**src/rtl/riscv_chk_fifo.sv**
```systemverilog
// riscv_chk_fifo: synchronous FIFO, 2**AW entries, accepts a push when full if a pop happens the same cycle
module riscv_chk_fifo #(parameter int W = 8, parameter int AW = 3) (
   input  logic         clk,
   input  logic         rst,
   input  logic         in_valid,
   output logic         in_ready,
   input  logic [W-1:0] in_data,
   output logic         out_valid,
   input  logic         out_ready,
   output logic [W-1:0] out_data
);
   logic [W-1:0] mem [2**AW];
   logic [AW:0]  wp, rp;
   logic         empty, full, push, pop;
   assign empty     = wp == rp;
   assign full      = wp == {~rp[AW], rp[AW-1:0]};
   assign pop       = out_ready && !empty;
   assign in_ready  = !full || pop;
   assign push      = in_valid && in_ready;
   assign out_valid = !empty;
   assign out_data  = empty ? '0 : mem[rp[AW-1:0]];
   // pointer update; the extra MSB separates full from empty
   always_ff @(posedge clk)
      if (rst) begin
         wp <= '0;
         rp <= '0;
      end else begin
         if (push) wp <= wp + 1'b1;
         if (pop) rp <= rp + 1'b1;
      end
   // storage write, no reset needed
   always_ff @(posedge clk)
      if (push) mem[wp[AW-1:0]] <= in_data;
endmodule

```
**config.mk**
```make
export PLATFORM = sky130hd
export DESIGN_NAME = riscv_chk_fifo
export DESIGN_NICKNAME = d
export VERILOG_FILES = /design/src/rtl/riscv_chk_fifo.sv
export SDC_FILE = /design/constraint.sdc
export NUM_CORES = 1
export LEC_CHECK = 0
export CAP_MARGIN = 15
export CORE_MARGIN = 10
export CORE_UTILIZATION = 30
export CTS_CLUSTER_SIZE = 40
export DETAILED_ROUTE_END_ITERATION = 8
export PLACE_DENSITY_LB_ADDON = 0.25
export SKIP_LAST_GASP = 1
export SYNTH_ARGS = -nofsm -noshare
export SYNTH_HDL_FRONTEND = slang
export SYNTH_SLANG_ARGS = --single-unit
```
**constraint.sdc**
```tcl
create_clock -name clk -period 3.1 [get_ports clk]
set_clock_uncertainty 0.2 [all_clocks]
set_input_delay 0.465 -clock clk [delete_from_list [all_inputs] [get_ports clk]]
set_output_delay 0.465 -clock clk [all_outputs]
set_load 0.005 [all_outputs]
```
# Yosys cells after proc, flatten, opt, wreduce, memory -nomap -nowiden
# Memory sizes are Yosys's and may differ from the RTL's. A register that Yosys moved wholly into a read port is not among the register bits.
# Cells that the tools add are included.
# Widths: inputs -> output; s select.
# word_totals
ff_bits	8
mem_count	1
ram_bits	64
in_bits	12
elab_cells	18
out_inout_bits	10
# classes
eq_ne	2
n_reduce_logical	5
muxes	5
n_bitwise	1
addsub	2
# memory_table
memory	words	word_bits	read_ports	rd_clocked_by_memory_dff	wr	line_no	rtl
mem	8	8	1	1	1	12	logic [W-1:0] mem [2**AW];
# ops
operator	count
$add 4x1->4 const B	2
$eq 4x4->1	2
$mux 8	1
$mux 3	2
$logic_and 1x1->1	2
$logic_not 1->1	2
$mux 1	2
$logic_or 1x1->1	1
$not 1->1	1

# Longest topological paths before layout
# Gate-level depths: netlist (run 1).
# logic_depth
word_depth	7
ltp_mapped	6
depth_no_buf	5

# Least setup slack after synthesis (run 1)
# Ideal clock, no wire load.
# synth_path
path_type	reg2reg
from	register wp[2]
to	memory mem[2][0], enable pin
path_stages_with_launch	7
path_slack_ps	845
synth_period_minus_slack_ps	2255
t_arrival_ps	1671
required_time_ps	2517
setup_ps	383
n_path_buf	2
cell_sequence	dfxtp_1 > buf_6 > xor2_1 > or3_4 > buf_6 > o21ai_0 > nor3_1
# synth_via
elab_chain_cells	7
word_cells_on_any_way	9
cone_classes	eq/ne: 2; mux: 2; reduce/logical: 5
# synth_rtl
item	line_no	rtl
start: declaration	13	logic [AW:0] wp, rp;
start signal: assignment	28	if (push) wp <= wp + 1'b1;
$eq 4x4->1	15	assign empty = wp == rp;
$logic_not 1->1	17	assign pop = out_ready && !empty;
$logic_and 1x1->1	17	
$logic_or 1x1->1	18	assign in_ready = !full || pop;
$logic_and 1x1->1	19	assign push = in_valid && in_ready;
$mux 1	33	if (push) mem[wp[AW-1:0]] <= in_data;
$mux 1 (implied by the code)	33	
end: declaration	12	
# Parallel ways exist; a longest one is shown, timed or not.

# Worst setup path after layout (run 1)
# layout_path
from	register wp[2]
to	output out_data[0]
# layout_via
elab_chain_cells	2
# layout_rtl
item	line_no	rtl
$eq 4x4->1	15	
$mux 8	21	assign out_data = empty ? '0 : mem[rp[AW-1:0]];
end: declaration	10	output logic [W-1:0] out_data
# Every way passes these cells.

==> results of run 1 <==
==> critical path, cell delays in order (launching register included) <==
cell             delay (ns)
dfxtp_1                0.46
xor2_1                 0.12
or3_4                  0.48
nor2_4                 0.15
buf_12                 0.14
nor2_1                 0.05
clkdlybuf4s50_1        0.45
==> repair_timing <==
item / 4_1_cts / 5_1_grt
pin swaps: 0 / 1
setup buffers: 0 / 1
gates resized for setup: 1 / 0
endpoints found under the setup margin: 9 / 6
==> layer usage <==
metal	up-vias	share of wire, %	global-route usage, %
met2	32	48	13.8
met3	6	4.6	3.61
met5	-	0	0
met1	836	46	10.6
met4	0	0.88	2.46
li1	796	-	-
==> report_power, final <==
| group | internal [µW] | switching [µW] | leakage, µW | total (µW) |
|---|---|---|---|---|
| registers | 1210 | 60.6 | 0.000671 | 1270 |
| clock network | 451 | 359 | 0.000106 | 811 |
| logic | 521 | 443 | 0.000445 | 964 |
| total | 2180 | 863 | 0.00122 | 3050 |
==> state kept, by name, summed over array words and instances, names as in the netlist, named ones only <==
| register | flops |
|---|---|
| wp | 4 |
| rp | 4 |
| mem | 64 |
==> through the flow <==
stage	setup slack (ns)	utilization (%)	total power (µW)	area, µm²
floorplan	0.845	-	1810	3100
global placement	0.205	34.6	2210	3530
detailed placement	0.187	34.6	2220	3530
CTS	0.0461	36.8	3040	3750
global route	0.0610	37.0	3230	3770
finish	0.224	37.0	3050	3770
==> cells in the final DEF, fill, tap and decap left out, types with 2 or more instances in the layout <==
master / netlist / layout
edfxtp_1: 64 / 64
a211oi_1: 2 / 2
buf_12: 0 / 2
xor2_1: 5 / 5
mux2i_1: 9 / 9
nor3_1: 6 / 6
a21oi_1: 4 / 4
dfxtp_1: 11 / 11
mux4_2: 16 / 16
inv_1: 4 / 4
clkdlybuf4s50_1: 0 / 21
nand2b_1: 2 / 2
nor3b_1: 4 / 4
nor2_1: 17 / 17
or4b_1: 2 / 2
or4_1: 2 / 2
nand2_1: 9 / 9
clkbuf_8: 0 / 9
buf_4: 0 / 12
bufinv_16: 0 / 2
ha_1: 2 / 2
nand3_1: 5 / 5
==> cell families (layout without fill, tap and decap cells) <==
kind of cell               after synthesis  in the layout  synth area share, %
DFF                                     75             75                 69.1
and+or+nand+nor                         55             55                 9.28
muxes                                   26             26                 14.9
buffers and inverters                   16             54                 2.50
AOI/OAI and AO/OA                       10             10                 2.02
xor gates and xnor gates                 5              5                 1.41
adders and majority gates                2              2                0.807
==> final timing paths <==
| kind | to | cells after the start | slack [ns] | start |
|---|---|---|---|---|
| worst max-delay path | out_data[0] | 6 | 0.22 | wp[2]$_SDFFE_PP0P_ |
| worst min-delay path | rp[3]$_SDFFE_PP0P_ | 2 | 0.32 | rp[3]$_SDFFE_PP0P_ |
| worst max register to register | mem[7][0]$_DFFE_PP_ | 4 | 0.68 | wp[1]$_SDFFE_PP0P_ |
| worst min register to register | rp[3]$_SDFFE_PP0P_ | 2 | 0.32 | rp[3]$_SDFFE_PP0P_ |
==> final cells by class <==
type,count,share of cell area [%]
inverter,4,0.399
multi-input combinational,98,23.5
tap,136,4.52
clock inverter,6,2.39
sequential,75,56.9
timing repair buffer,35,9.03
clock buffer,9,3.29
==> results.md, run 1 <==
* Outcome: finished, final reports clean
* Cells after Synth at 189
* Die height at 122 µm
* Synth area leader: edfxtp_1
* Number of synthesized flops with an enable pin at 64
* Iteration count of the initial detailed-routing pass at 5
* Startpoint types: register
* Max-slew violations at 0
* H-tree levels at 3
* FFs w/ async S/R, synth at 0%
* Core Footprint at 10200 µm²
* Final min period at 2.88 ns
* Yosys cell types at 34
* Die width at 122 µm
* Initial Utilization at 30.4%
* Fin cells at 363
* RSZ-0062 raised after global routing: false
* Post-DP HPWL at 3.91 mm
* Top post-synthesis cells by area: edfxtp_1, mux4_2, dfxtp_1, mux2i_1, nor2_1
* FP Rows at 37
* Fill count at 962
* CP Capture Type: output pin
* Register area at 2140 µm²
* Clk_lat worst skew at 0.34 ns
* Cell area after synthesis at 3100 µm²
* ANT cells at 0
* Clock-pin slew on the worst setup and hold paths at 0.08 ns
* # IOs at 22
* Peak VDD IR at 287 µV
* Yosys warning total at 0
* Vias in the first global route at 1765
* Top_reg_cell synth: edfxtp_1
* Drt wl/cell at 16.7 µm
* CTS tree: yes
* Cell Pwr Density at 808 nW/µm²
* Iter 0 DRT Violations at 129
* Worst Hold Class: reg -> reg
* Max frequency at 348 MHz
* First-pass GRT wire length at 9.61 mm
* Root buf cell: clkbuf_8
* Post-Syn Nets at 203
* Hold slack at 0.316 ns
* Final setup viols at 0
* DRC Markers at 0
* Final critical-path share of the clock period at 92.8%
* Syn Area/Cell at 16.4 µm²
* Clock Path Buffers at 2
* Max cap viols at 0
* Slew HR at 34.6%
* Sequential-to-total area share from yosys stat at 69.1%
* CTS Buf Count at 9
* CP max FO at 14
* CP Data Arrival Time at 2.21 ns
* Fin Setup TNS at 0 ns
* Area of the multi-input gates at 886 µm²
* Worst EP required at 2.43 ns
* Vias per Instance at 4.60
* CP Class: reg -> out
* Via Count at 1670
* Routability congestion estimate at 0.704
* Final net count at 237
* Most frequent cell after synthesis: edfxtp_1
* Synth-to-layout area growth at 21.5%
* Largest net degree at the start of global routing at 19
* Port bufs at 21
* Hold Fails Final Rpt at 0
* #FFs+latches synth at 75
* Share of the synthesized area in the top cell type at 62.0%
* Gr usage total at 8.67%
* Initial antenna violation count at 0
* Synth top cells by count: edfxtp_1, nor2_1, mux4_2, dfxtp_1
* Routed Antenna Nets at 0
* Layout cells sized above 1 at 21.6%
* CTS Hold Bufs at 0
* Leakage power at 0.00122 µW
* Die area at 14800 µm²
* GR Overflow Total at 0
* Clk sink count at 75
* Total routed wirelength at 6.05 mm
* Placed cell count at 347
* Worst-Margin Slew at 0.977 ns
Note: power is estimated with default switching activity, not from simulation.
==> inputs of run 2 (changes only) <==
--- a/config.mk
+++ b/config.mk
@@ -6,7 +6,6 @@
 export NUM_CORES = 1
 export LEC_CHECK = 0
 export CAP_MARGIN = 15
-export CORE_MARGIN = 10
 export CORE_UTILIZATION = 30
 export CTS_CLUSTER_SIZE = 40
 export DETAILED_ROUTE_END_ITERATION = 8
==> run 2 against run 1 <==
Maximum frequency is 2.7% lower. Sequential share of layout area is 0.89 points higher. Critical path depth stayed put. Worst setup slack worse by 0.079 ns. Critical path type unchanged. Sequential power hardly changed. Cell count is 0.83% lower. Highest routed layer unchanged. Worst hold slack worse by 0.0080 ns. Cell area is 1.4% lower. Global-route usage is 2.7 points higher. Largest cell class unchanged. Wire length is 5.3% lower. Die area is 27% lower. Via count is 0.84% lower.
==> results.md, run 2 (same netlist as run 1, synthesis figures left out) <==
* Max frequency at 338 MHz (was 348 MHz)
* Worst path top cell family by delay: simple AND/OR/NAND/NOR gates (unchanged)
* Largest net degree at the start of global routing at 19 (unchanged)
* CTS Hold Bufs at 0 (unchanged)
* Die width at 104 µm (was 122 µm)
* Clock-pin slew on the worst setup and hold paths at 0.07 ns (was 0.08 ns)
* Final min period at 2.95 ns (was 2.88 ns)
* FP Rows at 36 (was 37)
* First-pass GRT wire length at 8.94 mm (was 9.61 mm)
* Clock power share at 25.8% (was 26.6%)
* Fill count at 962 (unchanged)
* Core Footprint at 9910 µm² (was 10200 µm²)
* Int Pwr at 2040 µW (was 2180 µW)
* RSZ-0062 raised after global routing: false (unchanged)
* Post-place setup slack at 0.440 ns (was 0.187 ns)
* Most frequent cells in the layout: edfxtp_1, clkdlybuf4s50_1, nor2_1, mux4_2, buf_4 (unchanged)
* Fin Setup TNS at 0 ns (unchanged)
* Logic pwr share at 30.0% (was 31.7%)
* Worst-Margin Slew at 0.829 ns (was 0.977 ns)
* Routability congestion estimate at 0.691 (was 0.704)
* Psw at 843 µW (was 863 µW)
* Worst Hold Class: reg -> reg (unchanged)
* Outcome: finished, final reports clean (unchanged)
* Grt met1 use at 15.0% (was 10.6%)
* Total routed wirelength at 5.73 mm (was 6.05 mm)
* CP Buf/Inv Count at 2 (unchanged)
* Root buf cell: clkbuf_8 (unchanged)
* Routed Antenna Nets at 0 (unchanged)
* Power after layout at 2880 µW (was 3050 µW)
* DRC Markers at 0 (unchanged)
* Drt wl/cell at 15.9 µm (was 16.7 µm)
* CTS tree: yes (unchanged)
* H-tree levels at 3 (unchanged)
* Leakage power at 0.00120 µW (was 0.00122 µW)
* Slew HR at 44.5% (was 34.6%)
* Port bufs at 21 (unchanged)
* GRT Max-Usage Layer: met2 (unchanged)
* Post-CTS setup buffer count at 0 (unchanged)
* Clk sink count at 75 (unchanged)
* Startpoint types: register (unchanged)
* Grt met2 use at 17.4% (was 13.8%)
* Final setup viols at 0 (unchanged)
* CP Class: reg -> out (unchanged)
* Post-DP HPWL at 3.51 mm (was 3.91 mm)
* ANT cells at 0 (unchanged)
* Fin util at 37.5% (was 37.0%)
* Vias in the first global route at 1625 (was 1765)
* Max stage delay on crit path at 0.49 ns (was 0.48 ns)
* CP Data Arrival Time at 2.29 ns (was 2.21 ns)
* Commonest non-fill, non-tap cell in the layout: edfxtp_1 (unchanged)
* Clock Path Buffers at 2 (unchanged)
* Iter 0 DRT Violations at 91 (was 129)
* Initial antenna violation count at 0 (unchanged)
* Max cap viols at 0 (unchanged)
* Cell Pwr Density at 776 nW/µm² (was 808 nW/µm²)
* Peak VDD IR at 279 µV (was 287 µV)
* GR Overflow Total at 0 (unchanged)
* Die area at 10700 µm² (was 14800 µm²)
* Synth-to-layout area growth at 19.8% (was 21.5%)
* Max-slew violations at 0 (unchanged)
* Critical path, cell by cell: xor2_1, or3_4, nor2_2, buf_4, nor2_1, clkdlybuf4s50_1 (was xor2_1, or3_4, nor2_4, buf_12, nor2_1, clkdlybuf4s50_1)
* Layout cells sized above 1 at 22.0% (was 21.6%)
* Gr usage total at 11.4% (was 8.67%)
* Flop2flop setup slack at 0.71 ns (was 0.68 ns)
* CTS Buf Count at 9 (unchanged)
* Via Count at 1656 (was 1670)
* Hold Fails Final Rpt at 0 (unchanged)
* # IOs at 22 (unchanged)
* Vias per Instance at 4.60 (about the same)
* Sequential group share of total power at 44.2% (was 41.7%)
* Final setup margin at 0.145 ns (was 0.224 ns)
* Clk_lat worst skew at 0.34 ns (about the same)
* Slowest cell on crit path: dfxtp_1 (was or3_4)
* Sw Ratio at 29.3% (was 28.3%)
* CP max FO at 14 (unchanged)
* Iteration count of the initial detailed-routing pass at 4 (was 5)
* Max reg flops at 64 (unchanged)
* Die height at 104 µm (was 122 µm)
* Met3 Use GR at 4.66% (was 3.61%)
* Final net count at 236 (was 237)
* CP Capture Type: output pin (unchanged)
* Initial Utilization at 31.3% (was 30.4%)
* Worst EP required at 2.43 ns (about the same)
* Final critical-path share of the clock period at 95.3% (was 92.8%)
* PostCTS Resize Cnt at 0 (was 1)
## run 2: final timing paths
path              cells past startpoint          startpoint             endpoint
hold reg to reg                       2  rp[3]$_SDFFE_PP0P_   rp[3]$_SDFFE_PP0P_
setup / recovery                      6  wp[1]$_SDFFE_PP0P_          out_data[6]
hold / removal                        2  rp[3]$_SDFFE_PP0P_   rp[3]$_SDFFE_PP0P_
setup reg to reg                      4  wp[1]$_SDFFE_PP0P_  mem[7][0]$_DFFE_PP_
## run 2: through the flow
stage / cells / instance area (µm²) / hold slack (ns)
6_report: 360 / 3710 / 0.308
5_1_grt: 360 / 3710 / 0.359
4_1_cts: 360 / 3710 / 0.310
3_5_place_dp: 344 / 3510 / 0.301
3_3_place_gp: 344 / 3510 / 0.287
2_1_floorplan: 189 / 3100 / 0.271
## run 2: final cells by class
type	count	area [µm²]	share of cell area, %
Sequential cell	75	2140	57.7
Multi-Input combinational cell	98	881	23.7
Clock inverter	7	75.1	2.02
Tap cell	133	166	4.48
Inverter	4	15.0	0.404
Timing Repair Buffer	34	308	8.29
Clock buffer	9	124	3.34
## run 2: power groups by stage
stage	clock, µW	combinational (µW)	sequential (µW)
floorplan	0	543	1260
global placement	0	877	1290
detailed placement	0	887	1300
CTS	772	888	1270
global route	812	955	1290
finish	743	864	1270
## run 2: per-layer routing
metal,vias to the layer above,wire (µm)
li1,798,-
met1,822,2750
met2,33,2730
met3,3,224
met4,0,25
met5,-,0
## run 2: worst register-to-register path: cells and delay by family (launching register included)
kind,cells,cell delay (ns)
simple gates,2,0.92
flops,1,0.49
xor+xnor,1,0.22
compound gates,1,0.20
==> inputs of run 3 (changes only) <==
--- a/config.mk
+++ b/config.mk
@@ -10,6 +10,7 @@
 export CTS_CLUSTER_SIZE = 40
 export DETAILED_ROUTE_END_ITERATION = 8
 export PLACE_DENSITY_LB_ADDON = 0.25
+export SETUP_SLACK_MARGIN = 0.5
 export SKIP_LAST_GASP = 1
 export SYNTH_ARGS = -nofsm -noshare
 export SYNTH_HDL_FRONTEND = slang
==> run 3 against run 2 <==
Core utilization is 2.5 points higher. Largest power group unchanged. Clock power is 0.8% higher. Combinational power is 37% higher. First-iteration DRC count is 25% lower. Largest cell class unchanged. Global-route usage is 0.96 points higher. Cell area is 6.7% higher.
==> results.md, run 3 (same netlist as run 1, synthesis figures left out) <==
* Outcome: finished, final reports clean (unchanged)
* Via Count at 1752 (was 1656)
* Post-DP HPWL at 3.51 mm (unchanged)
* Final net count at 258 (was 236)
* Slew HR at 49.9% (was 44.5%)
* Logic pwr share at 36.8% (was 30.0%)
* Gr usage total at 12.4% (was 11.4%)
* Fin cells at 382 (was 360)
* Power after layout at 3210 µW (was 2880 µW)
* Worst EP required at 2.43 ns (about the same)
* # IOs at 22 (unchanged)
* Die width at 104 µm (unchanged)
* Initial Utilization at 31.3% (unchanged)
* Sw Ratio at 29.3% (about the same)
* Cell Pwr Density at 811 nW/µm² (was 776 nW/µm²)
* CP Capture Type: output pin (unchanged)
* GR Overflow Total at 0 (unchanged)
* Clock power share at 23.3% (was 25.8%)
* Synth-to-layout area growth at 27.8% (was 19.8%)
* Layout cells sized above 1 at 34.9% (was 22.0%)
* Vias in the first global route at 1782 (was 1625)
* Clock Path Buffers at 2 (unchanged)
* Clk_lat worst skew at 0.34 ns (about the same)
* Metal3 WL at 241 µm (was 224 µm)
* Vias per Instance at 4.59 (was 4.60)
* Max reg flops at 64 (unchanged)
* Iter 0 DRT Violations at 68 (was 91)
* Peak VDD IR at 293 µV (was 279 µV)
* Worst Hold Class: reg -> reg (unchanged)
* Initial antenna violation count at 0 (unchanged)
* Reg2Reg Launch Point: wp[2]$_SDFFE_PP0P_ (was wp[1]$_SDFFE_PP0P_)
* Placed cell count at 344 (unchanged)
* DRC Markers at 0 (unchanged)
* Worst-Margin Slew at 0.742 ns (was 0.829 ns)
* CTS Hold Bufs at 0 (unchanged)
* CP max FO at 6 (was 14)
* Most frequent cells in the layout: edfxtp_1, buf_4, mux4_2, nor2_1, clkdlybuf4s50_1 (was edfxtp_1, clkdlybuf4s50_1, nor2_1, mux4_2, buf_4)
* FP Rows at 36 (unchanged)
* Routed Antenna Nets at 0 (unchanged)
* Iteration count of the initial detailed-routing pass at 4 (unchanged)
* Clock-pin slew on the worst setup and hold paths at 0.08 ns (was 0.07 ns)
* Fin Setup TNS at 0 ns (unchanged)
* Sequential group share of total power at 39.9% (was 44.2%)
* Clk sink count at 75 (unchanged)
* Fill count at 963 (was 962)
* Die area at 10700 µm² (unchanged)
* Core Footprint at 9910 µm² (unchanged)
* Hold_sp: rp[3]$_SDFFE_PP0P_ (unchanged)
* CTS tree: yes (unchanged)
* CP Class: reg -> out (unchanged)
* Largest net degree at the start of global routing at 19 (unchanged)
* Max cap viols at 0 (unchanged)
* First-pass GRT wire length at 9.69 mm (was 8.94 mm)
* Root buf cell: clkbuf_8 (unchanged)
* Max-slew violations at 0 (unchanged)
* Final min period at 2.61 ns (was 2.95 ns)
* Total routed wirelength at 6.13 mm (was 5.73 mm)
* Worst Setup SP: wp[2]$_SDFFE_PP0P_ (was wp[1]$_SDFFE_PP0P_)
* Final setup viols at 0 (unchanged)
* Commonest non-fill, non-tap cell in the layout: edfxtp_1 (unchanged)
* Port bufs at 21 (unchanged)
* RSZ-0062 raised after global routing: true (was false)
* Final critical-path share of the clock period at 84.3% (was 95.3%)
* Metal2 WL at 2.99 mm (was 2.73 mm)
* H-tree levels at 3 (unchanged)
* Drt wl/cell at 16.0 µm (was 15.9 µm)
* Leakage power at 0.00135 µW (was 0.00120 µW)
* DR top layer: met4 (unchanged)
* Hold Fails Final Rpt at 0 (unchanged)
* CP Data Arrival Time at 1.95 ns (was 2.29 ns)
* CTS Buf Count at 9 (unchanged)
* ANT cells at 0 (unchanged)
* Max frequency at 383 MHz (was 338 MHz)
* Routability congestion estimate at 0.691 (unchanged)
* Psw at 943 µW (was 843 µW)
* Startpoint types: register (unchanged)
* Die height at 104 µm (unchanged)
* Int Pwr at 2270 µW (was 2040 µW)
* Metal-1 WL at 2.85 mm (was 2.75 mm)
run 3: routing by layer:
| layer | up-vias | GRT usage, % |
|---|---|---|
| met5 | - | 0 |
| met4 | 0 | 3.98 |
| met3 | 8 | 4.15 |
| met2 | 34 | 20.0 |
| met1 | 874 | 15.6 |
| li1 | 836 | - |
run 3: worst max-delay path, cell delays in order (launching register included):
cell	delay, ns
dfxtp_4	0.36
xor2_1	0.17
or3_4	0.42
nor2_4	0.12
buf_6	0.14
buf_6	0.09
buf_6	0.08
buf_6	0.08
nor2_2	0.03
buf_2	0.12
run 3: repair_timing:
| item | CTS | global route |
|---|---|---|
| setup endpoints to repair | 10 | 16 |
| gates resized for setup | 45 | 14 |
| setup buffers | 20 | 1 |
| pin swaps | 5 | 5 |
| cloned | 1 | 0 |
run 3: through the flow:
stage                     setup slack (ns)  hold slack [ns]  cell area [µm²]  utilization (%)
after global routing                 0.392            0.382             3960             40.0
after floorplan                      0.845            0.271             3100                -
after CTS                            0.424            0.334             3930             39.7
after global placement               0.451            0.287             3510             35.4
final                                0.486            0.333             3960             40.0
after detailed placement             0.440            0.301             3510             35.4
run 3: path summary, 6_finish.rpt:
kind	end	slack (ns)	cells after the start
worst max-delay path	out_data[4]	0.49	9
worst min-delay path	rp[3]$_SDFFE_PP0P_	0.33	2
worst max register to register	mem[6][0]$_DFFE_PP_	0.67	7
worst min register to register	rp[3]$_SDFFE_PP0P_	0.33	2
run 3: power groups by stage:
| stage | Sequential, µW | Combinational (µW) | Clock [µW] |
|---|---|---|---|
| detailed placement | 1300 | 887 | 0 |
| global route | 1300 | 1300 | 812 |
| floorplan | 1260 | 543 | 0 |
| CTS | 1280 | 1170 | 772 |
| global placement | 1290 | 877 | 0 |
| finish | 1280 | 1180 | 749 |
run 3: area by class of cell:
type	instances	area, µm²	share of cell area (%)
inverters	4	15.0	0.379
clock inverters	7	75.1	1.89
well taps	133	166	4.20
repair buffers	56	510	12.9
flip-flops and latches	75	2160	54.6
clock buffers	9	124	3.13
multi-input cells	98	910	23.0
==> variant 1: new RTL, settings of run 1 <==
Change the parameter `AW` from 3 to 2.
--- a/src/rtl/riscv_chk_fifo.sv
+++ b/src/rtl/riscv_chk_fifo.sv
@@ -1,5 +1,5 @@
 // riscv_chk_fifo: synchronous FIFO, 2**AW entries, accepts a push when full if a pop happens the same cycle
-module riscv_chk_fifo #(parameter int W = 8, parameter int AW = 3) (
+module riscv_chk_fifo #(parameter int W = 8, parameter int AW = 2) (
    input  logic         clk,
    input  logic         rst,
    input  logic         in_valid,
Formal check against the unedited RTL: not equivalent (Yosys sat finds a counterexample within 10 cycles, from zero or initial values and one cycle with rst high).
==> variant 1 against run 1 <==
Synthesized area shrank 45%. First-iteration DRC count shrank 57%. Setup slack gained 0.087 ns. Largest power group unchanged. Critical endpoint is now out_data[2]. Largest cell class unchanged. Design area shrank 44%. Power shrank 52%. Sequential cell count shrank 35. Wire length shrank 47%. Register-to-register slack gained 0.35 ns.
==> variant 1: results (changes against run 1) <==
\begin{tabular}{lr}
\hline
Metric & Value \\
\hline
\multicolumn{2}{l}{\textbf{Synthesis}} \\
Number of enable-type register cells in the synthesized netlist & 32 (-50\%) \\
Xor/xnor cell area share of the yosys netlist & 0.0205 (+0.00639) \\
Post-synthesis net count & 122 (-40\%) \\
Post-synthesis compound-gate area fraction & 0.0322 (+0.0121) \\
\multicolumn{2}{l}{\textbf{Pwr}} \\
Combinational share of power & 0.214 (-0.103) \\
Share of total power consumed by net switching & 0.232 (-0.0514) \\
Clock Power & 0.000491 W (-39\%) \\
Worst IR drop on VDD & 0.261 mV (-9.0\%) \\
\multicolumn{2}{l}{\textbf{Route}} \\
Post-Route WL & 3220 µm (-47\%) \\
First-pass iteration count of the detailed router & 4 (-1) \\
\multicolumn{2}{l}{\textbf{Final layout}} \\
Number of combinational gates with multiple inputs & 54 (-45\%) \\
Net count reported at finish & 147 (-38\%) \\
Largest register FFs & 32 (-50\%) \\
Sequential cell area & 1120 µm² (-48\%) \\
Proportion of cell area occupied by multi-input gates & 0.254 (+0.0184) \\
Non-Clock Buffer Area Fraction & 0.103 (+0.0123) \\
Buffer count excluding the clock tree in the final layout & 22 (-37\%) \\
Clock buffer cells & 5 (-4) \\
Combined area of the multi-input logic cells & 538 µm² (-39\%) \\
\multicolumn{2}{l}{\textbf{Placed design}} \\
Placement-stage worst setup slack & 0.464 ns (+0.277 ns) \\
Placer congestion estimate & 0.830 (+18\%) \\
Number of placed instances, taps included & 195 (-44\%) \\
\multicolumn{2}{l}{\textbf{Critical path}} \\
Highest fanout seen on the critical path & 8 (-6) \\
\multicolumn{2}{l}{\textbf{GRT}} \\
Via count of the first global-routing pass & 997 (-44\%) \\
First-pass GRT wire length & 5100 µm (-47\%) \\
\multicolumn{2}{l}{\textbf{Run status}} \\
Outcome & finished, final reports clean \\
\hline
\end{tabular}
## variant 1: cell count changes after synthesis, moves of 5 or more
| cell | change |
|---|---|
| edfxtp_1 | -32 |
| nor2_1 | -13 |
| nor2b_1 | +9 |
| mux4_2 | -8 |
| mux2i_1 | -7 |
| nor3_1 | -6 |
| clkbuf_1 | -5 |
| nand3_1 | -5 |
## variant 1: layer usage
layer | share of wire | vias to the layer above
met5 | 0 | -
met4 | 0.015 | 0
met3 | 0.086 | 8
met2 | 0.47 | 36
met1 | 0.42 | 451
li1 | - | 438
## variant 1: path summary, 6_finish.rpt
path | endpoint | slack (ns) | cells past startpoint
worst max register to register | mem[3][5] | 1.03 | 3
worst min-delay path | rp[1] | 0.33 | 2
worst max-delay path | out_data[2] | 0.31 | 3
worst min register to register | rp[1] | 0.33 | 2
## variant 1: timing repair
| item | in CTS | in global routing |
|---|---|---|
| resized for setup | 0 | 1 |
| hold buffers | 0 | 0 |
| setup endpoints to repair | 0 | 9 |
==> variant 2: new RTL, config.mk and constraints of run 1 <==
Without the edit above. Reset style: asynchronous (`rst`), changed in one clocked block.
--- a/src/rtl/riscv_chk_fifo.sv
+++ b/src/rtl/riscv_chk_fifo.sv
@@ -20,7 +20,7 @@
    assign out_valid = !empty;
    assign out_data  = empty ? '0 : mem[rp[AW-1:0]];
    // pointer update; the extra MSB separates full from empty
-   always_ff @(posedge clk)
+   always_ff @(posedge clk or posedge rst)
       if (rst) begin
          wp <= '0;
          rp <= '0;
Check against the original RTL: differs if rst is asserted again (counterexample within 4 cycles, from zero or initial values and one cycle with rst high); with rst held inactive, the same outputs for 10 cycles.
==> variant 2 against run 1 <==
Setup slack worse by 0.035 ns. Critical path depth shrank 1. Power rose by 12%. Wire length down 3.3%. Global-route usage increased by 0.11 points. Synthesized area down 4.1%. Sequential cell count fell by 3. Design area fell by 4.5%. Critical endpoint is now out_data[2].
==> variant 2: results (changes against run 1) <==
\begin{tabular}{lr}
\hline
Metric & Value \\
\hline
\multicolumn{2}{l}{\textbf{Run status}} \\
Outcome & finished, final reports clean \\
\multicolumn{2}{l}{\textbf{Placed design}} \\
Number of placed instances, taps included & 316 (-8.9\%) \\
Placement-stage worst setup slack & 0.402 ns (+0.215 ns) \\
Placer congestion estimate & 0.724 (+2.9\%) \\
Area after detailed placement & 3390 µm² (-3.9\%) \\
HPWL reported at the end of detailed placement & 3660 µm (-6.5\%) \\
\multicolumn{2}{l}{\textbf{GRT}} \\
Grt met1 use & 0.119 (+0.0132) \\
First-pass GRT wire length & 9390 µm (-2.3\%) \\
Routing usage on met3 & 0.0380 (+0.00190) \\
Largest net degree at the start of global routing & 20 (+1) \\
Overall fraction of global-route tracks in use & 0.0877 (+0.00105) \\
Met2 track demand over resource in global routing & 0.123 (-0.0146) \\
Via count of the first global-routing pass & 1546 (-12\%) \\
\multicolumn{2}{l}{\textbf{Critical path}} \\
Kind of cell adding the most delay to the critical path & multiplexers \\
Worst R2R Start & rp[3] \\
Worst path slowest cell & mux4\_2 \\
Arr. time, crit path & 2.25 ns (+0.04 ns) \\
R2R Setup Slk & 0.59 ns (-0.09 ns) \\
\multicolumn{2}{l}{\textbf{Final layout}} \\
Fraction of layout instances using a drive strength above 1 & 0.251 (+0.0354) \\
Filler cells & 948 (-1.5\%) \\
\multicolumn{2}{l}{\textbf{CTS}} \\
Post-CTS sizing & 0 (-1) \\
\multicolumn{2}{l}{\textbf{Synthesis}} \\
Top cells by area, synth & edfxtp\_1 (65\%), mux4\_2 (12\%), dfrtp\_1 (6.7\%) \\
Asr flop ratio synth & 0.111 (+0.111) \\
Syn Area/Cell & 18.6 µm² (+13\%) \\
Post-synthesis adder-cell area fraction & 0.00842 (+0.000346) \\
Count of unique library cells instantiated by Yosys & 28 (-18\%) \\
Share of the yosys chip area belonging to registers & 0.714 (+0.0229) \\
Synth cell count leaders & edfxtp\_1 (64), mux4\_2 (16), nor2\_1 (14) \\
\multicolumn{2}{l}{\textbf{Route}} \\
Routed wire length per instance & 17.6 µm (+5.7\%) \\
Met3 wire length & 345 µm (+24\%) \\
Initial DRC Count & 132 (+2.3\%) \\
Routed metal-1 wirelength & 2830 µm (+0.60\%) \\
First-pass iteration count of the detailed router & 4 (-1) \\
Detailed-routed wire length on met2 & 2620 µm (-9.9\%) \\
\multicolumn{2}{l}{\textbf{Pwr}} \\
Worst IR drop on VDD & 0.382 mV (+33\%) \\
\multicolumn{2}{l}{\textbf{Worst hold path}} \\
Worst hold path class & in -> async \\
\hline
\end{tabular}
variant 2: layout make-up:
type / instances / area share
Inverter: 5 / 0.00591
Timing Repair Buffer: 32 / 0.0849
Clock buffer: 9 / 0.0344
Multi-Input combinational cell: 74 / 0.216
Sequential cell: 72 / 0.590
Clock inverter: 7 / 0.0223
Tap cell: 133 / 0.0463
variant 2: worst max path at each step:
stage	from	slack, ns	cells past startpoint	end
floorplan	rp[0]	0.67	5	mem[4][0]
global placement	rp[0]	0.45	5	out_data[7]
detailed placement	in_valid	0.40	3	mem[1][5]
CTS	rp[0]	0.05	5	out_data[2]
global route	rp[0]	0.01	5	out_data[7]
finish	rp[0]	0.19	5	out_data[2]
variant 2: report_power, final:
part           internal, W  leakage [nW]  total [W]  switching [W]
registers          0.00124         0.675    0.00136       0.000114
logic             0.000697         0.433    0.00130       0.000607
clock network     0.000381         0.102   0.000751       0.000370
total              0.00232          1.21    0.00341        0.00109
